## config.mk

```make
export PLATFORM = sky130hd
export DESIGN_NAME = qei_multimode
export DESIGN_NICKNAME = d
export VERILOG_FILES = /design/src/rtl/qei_pkg.sv /design/src/rtl/qei_filter.sv /design/src/rtl/qei_multimode.sv
export SDC_FILE = /design/constraint.sdc
export NUM_CORES = 1
export LEC_CHECK = 0
export ABC_CLOCK_PERIOD_IN_PS = 5250
export CAP_MARGIN = 20
export CORE_MARGIN = 8
export CORE_UTILIZATION = 52
export DETAILED_ROUTE_END_ITERATION = 8
export PLACE_DENSITY = 0.91
export SETUP_SLACK_MARGIN = 0.02
export SYNTH_ARGS = -nofsm -noshare
export SYNTH_HDL_FRONTEND = slang
export SYNTH_SLANG_ARGS = --single-unit
```

## constraint.sdc

```tcl
create_clock -name clk -period 5.25 [get_ports clk]
set_input_delay 1.575 -clock clk [delete_from_list [all_inputs] [get_ports clk]]
set_output_delay 1.575 -clock clk [all_outputs]
set_load 0.02 [all_outputs]
```

## src/rtl/qei_pkg.sv

```systemverilog
// rtl/qei_pkg.sv - shared constants, step type and decode helpers for qei_multimode
// Contents:
//   QEI_MODE_X4/X2/X1  decode mode selects (2'b11 behaves as x4)
//   QEI_ST_*           quadrature state encodings {A,B}
//   step_e             per-cycle decode result
//   qei_decode()       classifies a {A,B} transition for a given mode
package qei_pkg;

  localparam logic [1:0] QEI_MODE_X4 = 2'b00;
  localparam logic [1:0] QEI_MODE_X2 = 2'b01;
  localparam logic [1:0] QEI_MODE_X1 = 2'b10;

  localparam logic [1:0] QEI_ST_00 = 2'b00;
  localparam logic [1:0] QEI_ST_01 = 2'b01;
  localparam logic [1:0] QEI_ST_11 = 2'b11;
  localparam logic [1:0] QEI_ST_10 = 2'b10;

  typedef enum logic [1:0] {
    NONE    = 2'd0,
    FWD     = 2'd1,
    BWD     = 2'd2,
    ILLEGAL = 2'd3
  } step_e;

  // Forward cycle is 00 -> 01 -> 11 -> 10 -> 00.
  function automatic logic [1:0] qei_next_fwd(input logic [1:0] s);
    case (s)
      QEI_ST_00: return QEI_ST_01;
      QEI_ST_01: return QEI_ST_11;
      QEI_ST_11: return QEI_ST_10;
      default:   return QEI_ST_00;
    endcase
  endfunction

  function automatic logic [1:0] qei_next_bwd(input logic [1:0] s);
    case (s)
      QEI_ST_00: return QEI_ST_10;
      QEI_ST_10: return QEI_ST_11;
      QEI_ST_11: return QEI_ST_01;
      default:   return QEI_ST_00;
    endcase
  endfunction

  // prev/cur are {A,B}. A simultaneous A and B change is illegal in every mode.
  function automatic step_e qei_decode(input logic [1:0] mode,
                                       input logic [1:0] prev,
                                       input logic [1:0] cur);
    step_e r;
    logic  a_chg;
    logic  b_chg;
    a_chg = prev[1] ^ cur[1];
    b_chg = prev[0] ^ cur[0];
    r = NONE;
    if (a_chg && b_chg) begin
      r = ILLEGAL;
    end else if (mode == QEI_MODE_X2) begin
      if (a_chg) r = (cur[1] == cur[0]) ? FWD : BWD;
    end else if (mode == QEI_MODE_X1) begin
      if (a_chg && cur[1]) r = cur[0] ? FWD : BWD;
    end else begin
      if (cur == qei_next_fwd(prev))      r = FWD;
      else if (cur == qei_next_bwd(prev)) r = BWD;
    end
    return r;
  endfunction

endpackage

```

## src/rtl/qei_filter.sv

```systemverilog
// rtl/qei_filter.sv - two-flop synchroniser plus stable-count glitch filter for one encoder pin
// Ports:
//   clk, rst_n  clock, asynchronous active-low reset
//   raw         asynchronous pin input
//   filt        filtered, synchronised level
module qei_filter #(
  parameter int FILT_LEN = 3
) (
  input  logic clk,
  input  logic rst_n,
  input  logic raw,
  output logic filt
);

  logic sync1;
  logic sync2;

  always_ff @(posedge clk or negedge rst_n) begin
    if (!rst_n) begin
      sync1 <= 1'b0;
      sync2 <= 1'b0;
    end else begin
      sync1 <= raw;
      sync2 <= sync1;
    end
  end

  generate
    if (FILT_LEN == 0) begin : g_bypass
      assign filt = sync2;
    end else begin : g_filter
      localparam int CW = $clog2(FILT_LEN + 1);
      logic [CW-1:0] cnt;
      logic          level;

      // cnt counts consecutive cycles the synchronised value has disagreed
      // with the held level; agreement (a bounce back) restarts it.
      always_ff @(posedge clk or negedge rst_n) begin
        if (!rst_n) begin
          cnt   <= '0;
          level <= 1'b0;
        end else if (sync2 == level) begin
          cnt <= '0;
        end else if (cnt == CW'(FILT_LEN - 1)) begin
          level <= sync2;
          cnt   <= '0;
        end else begin
          cnt <= cnt + CW'(1);
        end
      end

      assign filt = level;
    end
  endgenerate

endmodule

```

## src/rtl/qei_multimode.sv

```systemverilog
// rtl/qei_multimode.sv - multimode (x1/x2/x4) quadrature encoder interface with index and error detection
// Optional feature macro: QEI_VELOCITY_EN (windowed signed velocity measurement)
// Ports:
//   clk, rst_n               clock, asynchronous active-low reset
//   a_in, b_in, z_in         asynchronous encoder pins
//   mode                     00=x4, 01=x2, 10=x1, 11=x4
//   invert_dir               swap forward/backward
//   idx_clr_en               index rising edge clears count
//   clr_count, clr_err       synchronous clears
//   count, dir, step         position, last direction, step pulse
//   index_pos, index_seen    count captured at index edge, sticky index flag
//   err                      sticky illegal-transition flag
//   vel, vel_valid           velocity per window and update pulse (0 without feature)
module qei_multimode
  import qei_pkg::*;
#(
  parameter int CNT_W      = 16,
  parameter int FILT_LEN   = 3,
  parameter int VEL_PERIOD = 1000,
  parameter int VEL_W      = 12
) (
  input  logic                    clk,
  input  logic                    rst_n,
  input  logic                    a_in,
  input  logic                    b_in,
  input  logic                    z_in,
  input  logic [1:0]              mode,
  input  logic                    invert_dir,
  input  logic                    idx_clr_en,
  input  logic                    clr_count,
  input  logic                    clr_err,
  output logic [CNT_W-1:0]        count,
  output logic                    dir,
  output logic                    step,
  output logic [CNT_W-1:0]        index_pos,
  output logic                    index_seen,
  output logic                    err,
  output logic signed [VEL_W-1:0] vel,
  output logic                    vel_valid
);

  logic       a_f;
  logic       b_f;
  logic       z_f;
  logic [1:0] prev_ab;
  logic       prev_z;
  step_e      raw_step;
  step_e      dstep;
  logic       counted;
  logic       z_rise;

  qei_filter #(.FILT_LEN(FILT_LEN)) u_filt_a (.clk(clk), .rst_n(rst_n), .raw(a_in), .filt(a_f));
  qei_filter #(.FILT_LEN(FILT_LEN)) u_filt_b (.clk(clk), .rst_n(rst_n), .raw(b_in), .filt(b_f));
  qei_filter #(.FILT_LEN(FILT_LEN)) u_filt_z (.clk(clk), .rst_n(rst_n), .raw(z_in), .filt(z_f));

  // Inversion is applied to the decoded step so it affects count, dir and
  // velocity consistently.
  always_comb begin
    raw_step = qei_decode(mode, prev_ab, {a_f, b_f});
    dstep    = raw_step;
    if (invert_dir) begin
      if (raw_step == FWD)      dstep = BWD;
      else if (raw_step == BWD) dstep = FWD;
    end
  end

  assign counted = (dstep == FWD) || (dstep == BWD);
  assign z_rise  = z_f & ~prev_z;

  always_ff @(posedge clk or negedge rst_n) begin
    if (!rst_n) begin
      prev_ab    <= 2'b00;
      prev_z     <= 1'b0;
      count      <= '0;
      dir        <= 1'b0;
      step       <= 1'b0;
      index_pos  <= '0;
      index_seen <= 1'b0;
      err        <= 1'b0;
    end else begin
      prev_ab <= {a_f, b_f};
      prev_z  <= z_f;
      step    <= counted;

      if (counted) dir <= (dstep == FWD);

      if (dstep == ILLEGAL) err <= 1'b1;
      else if (clr_err)     err <= 1'b0;

      // index_pos takes the value before any update this cycle.
      if (z_rise) begin
        index_pos  <= count;
        index_seen <= 1'b1;
      end

      if (clr_count)                count <= '0;
      else if (z_rise && idx_clr_en) count <= '0;
      else if (dstep == FWD)         count <= count + CNT_W'(1);
      else if (dstep == BWD)         count <= count - CNT_W'(1);
    end
  end

`ifdef QEI_VELOCITY_EN
  localparam int                 WIN_W   = $clog2(VEL_PERIOD);
  localparam logic signed [31:0] VEL_MAX = (32'sd1 <<< (VEL_W - 1)) - 32'sd1;

  logic [WIN_W-1:0]        win;
  logic signed [31:0]      acc;
  logic signed [31:0]      acc_next;
  logic signed [VEL_W-1:0] vel_sat;

  always_comb begin
    acc_next = acc;
    if (dstep == FWD)      acc_next = acc + 32'sd1;
    else if (dstep == BWD) acc_next = acc - 32'sd1;

    if (acc_next > VEL_MAX)       vel_sat = VEL_W'(VEL_MAX);
    else if (acc_next < -VEL_MAX) vel_sat = VEL_W'(-VEL_MAX);
    else                          vel_sat = VEL_W'(acc_next);
  end

  // The window free-runs from reset; clr_count deliberately leaves it alone.
  always_ff @(posedge clk or negedge rst_n) begin
    if (!rst_n) begin
      win       <= '0;
      acc       <= '0;
      vel       <= '0;
      vel_valid <= 1'b0;
    end else if (win == WIN_W'(VEL_PERIOD - 1)) begin
      win       <= '0;
      acc       <= '0;
      vel       <= vel_sat;
      vel_valid <= 1'b1;
    end else begin
      win       <= win + WIN_W'(1);
      acc       <= acc_next;
      vel_valid <= 1'b0;
    end
  end
`else
  localparam int unused_vel_period = VEL_PERIOD;
  assign vel       = '0;
  assign vel_valid = 1'b0;
`endif

endmodule

```

==> impl_metrics.ini, run 1 <==
[outcome]
status = finished clean

[timing]
rsz0062_at_grt = yes
tightest_slew_ns = 0.779
finalHoldViolations = 0
fin_skew_ns = 0.00816
fin_crit_sh = 0.971
fmax_ghz = 0.196
fin_crit_ns = 5.10
tns_ns = 0
fin_ws_ns = 0.151
drv_slew = 0
slew-limit-headroom = 0.480
setup_viol = 0

[setup_path]
crit_fanout = 7
critical_path.slowest_cell = clkdlybuf4s50_1
worst-endpoint-arrival_ns = 5.32
critPathBufInv = 4
timing.critical_path.mode_cell = ha_1
rrSetupSlack_ns = 1.39
slowest_delay_ns = 0.48
critPathCaptureType = flip-flop
r2r-end = count[15]$_DFFE_PN0P_
crit_path_cell_trace = clkdlybuf4s50_1, inv_1, or3_1, a221oi_1, a41oi_1, o21ai_2, mux2_2, ha_1, clkinvlp_4, buf_12, ha_1, a211oi_1, o21ai_0, a221oi_2, a21o_1, a21oi_1, nor3b_1
reg2reg_from = u_filt_a.filt$_DFFE_PN0P_
worstSetupPathType = primary input to flip-flop
startpoint_type = primary input
cp_top_family = compound AO/OA/AOI/OAI gates
crit_required_ns = 5.48
r2r_cells = 15

[yosys]
synth_commonest_cells = 54 x dfrtp_1, 24 x nand2_1, 23 x mux2_2
synthesis.area_um2 = 3080
avgSynthCellArea_um2 = 10.6
ys_seq_area_frac = 0.439
synthMostInstantiatedCell = dfrtp_1
async_flop_share = 1.00
ys_seq_elements = 54
yosysWarnings = 0
synth.top_cells.by_area = dfrtp_1 44%, mux2_2 8.4%, ha_1 8.1%, a21oi_1 3.4%, buf_4 3.4%
syn_inst = 290
yosys.cell_types.count = 48
netlist.area_leader.share = 0.439
synth_enable_flop_cells = 0
yosysTopAreaCell = dfrtp_1
synthFlopType = dfrtp_1

[placed_design]
dp_hpwl_um = 5330
dpl_cell_area_um2 = 3760
dp_slack_ns = -0.222
place_congestion = 0.859
port_buffers = 46

[min_path]
whs_endpoint = u_filt_a.sync2$_DFF_PN0_
min_path_cells = 0
hp-start = u_filt_a.sync1$_DFF_PN0_
hp-class = flip-flop to flip-flop

[clocking]
cts-root-buf = clkbuf_8
cts_tree = yes
clockBufferDepth = 2
cts_num_sinks = 54
clock_latency_ns = 0.31
htreeDepth = 2
cts-buffers-inserted = 5
clkTransAtPathRegs_ns = 0.10

[routing]
wl_per_cell_um = 16.4
drc = 0
route.met2.wl_um = 3650
wl_met3_um = 416
drt-total-wl_um = 7280
routedLengthMet1_um = 3120
highest_layer = met4
detail-route-antenna-nets = 0
drtIter0Drc = 128
routed-via-count = 2442
viasPerCell = 5.50
first_pass_iters = 4

[floorplan]
die_width_um = 93.0
fp-row-count = 28
coreArea_um2 = 5820
fp.dieH_um = 93.0
start_util = 0.529
ios = 60
dieArea_um2 = 8640

[flow_run]
drv_cap = 0

[cells_and_area]
drive_above_1_share = 0.214
fin_area_um2 = 3910
nets = 400
utilization = 0.673
area_growth_pct = 27.0
antennaDiodeCount = 0

[global_route]
grt_pass1_vias = 2541
grt_max_degree = 55
antenna_found_initial = 0
overflow = 0
grt_pass1_wl_um = 12000
grt_usage = 0.169
==> cells by family after synthesis <==
logic type | count (synthesis) | synth area share
other | 1 | 0.00122
buffers and inverters | 28 | 0.0536
XOR/XNOR | 14 | 0.0484
adder cells (fa/ha/maj) | 21 | 0.0878
AO/OA/AOI/OAI | 64 | 0.139
flip-flops | 54 | 0.439
multiplexers | 28 | 0.100
AND/OR/NAND/NOR | 80 | 0.131
==> per-stage QoR <==
| stage | std cells | hold slack, ns |
|---|---|---|
| global route | 444 | 0.362 |
| finish | 444 | 0.355 |
| CTS | 440 | 0.359 |
| detailed placement | 432 | 0.335 |
| floorplan | 302 | 0.331 |
| global placement | 432 | 0.332 |
==> timing repair <==
item	in CTS	in global routing
hold endpoints to repair	0	0
hold buffers	0	0
setup buffers	0	4
resized for setup	0	5
setup endpoints to repair	0	10
==> worst max-delay path by stage <==
stage / from / to / cells past startpoint
after detailed placement: mode[0] / count[9]$_DFFE_PN0P_ / 16
after floorplan: mode[0] / count[15]$_DFFE_PN0P_ / 15
final: mode[0] / count[15]$_DFFE_PN0P_ / 17
after global placement: mode[0] / count[15]$_DFFE_PN0P_ / 16
after global routing: mode[1] / count[9]$_DFFE_PN0P_ / 16
after CTS: mode[0] / count[15]$_DFFE_PN0P_ / 17
==> routing by layer <==
layer / global-route usage / vias to the layer above
li1: - / 1167
met1: 0.205 / 1200
met2: 0.290 / 66
met3: 0.0396 / 9
met4: 0.0537 / 0
met5: 0 / -
==> flip-flops by register name, indices dropped and copies added (netlist names), 2 cells and up <==
| signal | flops |
|---|---|
| prev_ab | 2 |
| count | 16 |
| u_filt_a.g_filter.cnt | 2 |
| u_filt_b.g_filter.cnt | 2 |
| index_pos | 16 |
| u_filt_z.g_filter.cnt | 2 |
==> placed cells by master (no fill, tap or decap), drive strengths merged, types with 13 or more instances in the layout <==
| master | n |
|---|---|
| ha | 20 |
| buf | 34 |
| conb | 13 |
| nor2 | 13 |
| dfrtp | 54 |
| nand2 | 24 |
| mux2 | 23 |
| o21ai | 15 |
| a21oi | 21 |
| clkdlybuf4s50 | 45 |
==> layout make-up <==
| cell class | count | area (um2) |
|---|---|---|
| clock buffers | 6 | 82.6 |
| fillers | 458 | 1900 |
| flip-flops and latches | 54 | 1350 |
| multi-input cells | 220 | 1610 |
| well taps | 75 | 93.8 |
| repair buffers | 80 | 723 |
| clock inverters | 2 | 16.3 |
| inverters | 7 | 30.0 |
Power of run 1 is not shown: default switching activity piles up to over one toggle a cycle in this logic, so the estimate is an artifact.
==> run 2: changes to the inputs <==
--- a/config.mk
+++ b/config.mk
@@ -9,6 +9,7 @@
 export CAP_MARGIN = 20
 export CORE_MARGIN = 8
 export CORE_UTILIZATION = 52
+export CTS_CLUSTER_SIZE = 40
 export DETAILED_ROUTE_END_ITERATION = 8
 export PLACE_DENSITY = 0.91
 export SETUP_SLACK_MARGIN = 0.02
==> results of run 2 <==
Same layout as run 1: the final DEF is identical, and so are final timing and power.
Power of run 2 is left out for the same reason.
==> run 3: changes to the inputs <==
--- a/config.mk
+++ b/config.mk
@@ -5,6 +5,7 @@
 export SDC_FILE = /design/constraint.sdc
 export NUM_CORES = 1
 export LEC_CHECK = 0
+export ABC_AREA = 1
 export ABC_CLOCK_PERIOD_IN_PS = 5250
 export CAP_MARGIN = 20
 export CORE_MARGIN = 8
@@ -16,3 +17,4 @@
 export SYNTH_ARGS = -nofsm -noshare
 export SYNTH_HDL_FRONTEND = slang
 export SYNTH_SLANG_ARGS = --single-unit
+export TNS_END_PERCENT = 50
==> impl_metrics.ini, run 3 <==
[outcome]
status = finished clean

[timing]
slew-limit-headroom = 0.549
drv_slew = 0
setup_viol = 0
tightest_slew_ns = 0.676
rsz0062_at_grt = no
fin_skew_ns = 0.00698
fin_crit_sh = 0.849
fmax_ghz = 0.224
finalHoldViolations = 0
tns_ns = 0
fin_crit_ns = 4.46

[cells_and_area]
final_common_cell = nand2_1
nets = 499
area_growth_pct = 17.7
fin_area_um2 = 3760
largestRegisters = count x16, index_pos x16
nFillCells = 512
layout_common_cells = 142 x nand2_1, 60 x inv_1, 54 x dfrtp_1
drive_above_1_share = 0.0534
antennaDiodeCount = 0

[setup_path]
worstSetupPathType = primary input to flip-flop
cp_top_family = buffers and inverters
startpoint_type = primary input
crit_path_cell_trace = clkdlybuf4s50_1, inv_1, nor2_1, inv_1, nand2_1, o21ai_0, nand2_1, nand2_1, nand2_1, nand2_1, ha_1, inv_1, ha_1, nand2_1, inv_1, nand2_1, nand2_1, a21oi_1, nand3_1, nand3_1, nand2_1
crit_required_ns = 5.46
timing.critical_path.mode_cell = nand2_1
crit_fanout = 18
worst-endpoint-arrival_ns = 4.67
critPathBufInv = 5
critPathCaptureType = flip-flop
slowest_delay_ns = 0.50
critical_path.slowest_cell = inv_1

[clocking]
postCtsSetupBuffers = 0
cts_num_sinks = 54
clkTransAtPathRegs_ns = 0.10
cts_tree = yes
clock_latency_ns = 0.31
cts-buffers-inserted = 5
hold_buffers = 0
clockBufferDepth = 2
post_cts_resized = 0
cts-root-buf = clkbuf_8
htreeDepth = 2

[global_route]
overflow = 0
grt_pass1_wl_um = 12000
top_usage_layer = met2
grt_pass1_vias = 2686
antenna_found_initial = 0
grt_max_degree = 55
use_met3 = 0.0286
grt_usage = 0.165
met1_usage = 0.195
use_met2 = 0.295

[routing]
drtIter0Drc = 174
wl_per_cell_um = 12.8
routed-via-count = 2704
drc = 0
detail-route-antenna-nets = 0
drt-total-wl_um = 6940
viasPerCell = 4.98
first_pass_iters = 5

[yosys]
synthMostInstantiatedCell = nand2_1
avgSynthCellArea_um2 = 7.62
netlist.area_leader.share = 0.423
synth_enable_flop_cells = 0
ys_seq_area_frac = 0.423
synth_commonest_cells = 142 x nand2_1, 60 x inv_1, 54 x dfrtp_1
yosysWarnings = 0
yosysTopAreaCell = dfrtp_1
yosys.cell_types.count = 30
async_flop_share = 1.00
ys_seq_elements = 54
syn_inst = 419
synth.top_cells.by_area = dfrtp_1 42%, nand2_1 17%, ha_1 7.8%, inv_1 7.1%, nor2_1 3.5%
synthFlopType = dfrtp_1
synthesis.area_um2 = 3190

[floorplan]
die_width_um = 94.4
ios = 60
dieArea_um2 = 8900
fp.dieH_um = 94.4
fp-row-count = 28
coreArea_um2 = 5920
start_util = 0.539

[placed_design]
dp_hpwl_um = 5340
dpl_cell_area_um2 = 3660
port_buffers = 46
place_congestion = 0.892

[flow_run]
drv_cap = 0

[min_path]
hp-class = flip-flop to flip-flop
-- run 3: worst register-to-register path, cell delays in order, from the launching register on --
cell,delay (ns)
dfrtp_1,0.47
ha_1,0.36
nor2_1,0.05
a21oi_1,0.23
nand2_2,0.10
nand2_1,0.07
nand2_1,0.08
ha_1,0.25
inv_1,0.50
ha_1,0.42
nand2_1,0.15
inv_1,0.07
nand2_1,0.07
nand2_1,0.07
a21oi_1,0.18
nand3_1,0.10
nand3_1,0.08
nand2_1,0.05
-- run 3: area by class of cell --
type	count	area [um2]	share of cell area
clock buffers	5	68.8	0.0183
multi-input cells	297	1520	0.404
clock inverters	3	28.8	0.00766
repair buffers	47	463	0.123
well taps	75	93.8	0.0250
flip-flops and latches	54	1350	0.360
inverters	62	233	0.0619
-- run 3: stage by stage --
stage / setup slack (ns) / utilization / hold slack [ns] / std cells
after floorplan: 1.40 / - / 0.331 / 431
after global placement: 0.601 / 0.618 / 0.335 / 535
after detailed placement: 0.506 / 0.618 / 0.336 / 535
after CTS: 0.824 / 0.635 / 0.361 / 543
after global routing: 0.457 / 0.635 / 0.368 / 543
final: 0.795 / 0.635 / 0.359 / 543
-- run 3: per-layer routing --
layer	vias to the layer above	share of wire
li1	1376	-
met1	1254	0.45
met2	66	0.50
met3	8	0.045
met4	0	0.012
met5	-	0
-- run 3: worst paths after layout --
kind	start	slack (ns)	to	cells past startpoint
worst max register to register	u_filt_a.filt$_DFFE_PN0P_	1.87	count[15]$_DFFE_PN0P_	17
max in group asynchronous	rst_n	3.43	u_filt_z.sync2$_DFF_PN0_	2
min in group asynchronous	rst_n	1.38	index_pos[15]$_DFFE_PN0P_	2
worst min register to register	u_filt_a.sync1$_DFF_PN0_	0.36	u_filt_a.sync2$_DFF_PN0_	0
worst min-delay path	u_filt_a.sync1$_DFF_PN0_	0.36	u_filt_a.sync2$_DFF_PN0_	0
worst max-delay path	mode[1]	0.79	count[15]$_DFFE_PN0P_	21
-- run 3: cells by family (layout without fill, tap and decap cells) --
kind of cell | count (synthesis) | after routing | share of synthesized area
mux | 1 | 1 | 0.00313
flops | 54 | 54 | 0.423
compound gates | 34 | 34 | 0.0576
other cells | 1 | 13 | 0.00117
buf+inv | 80 | 117 | 0.115
fa+ha+maj | 21 | 21 | 0.0846
xor+xnor | 9 | 9 | 0.0247
simple gates | 219 | 219 | 0.291
Power of run 3 is left out for the same reason.
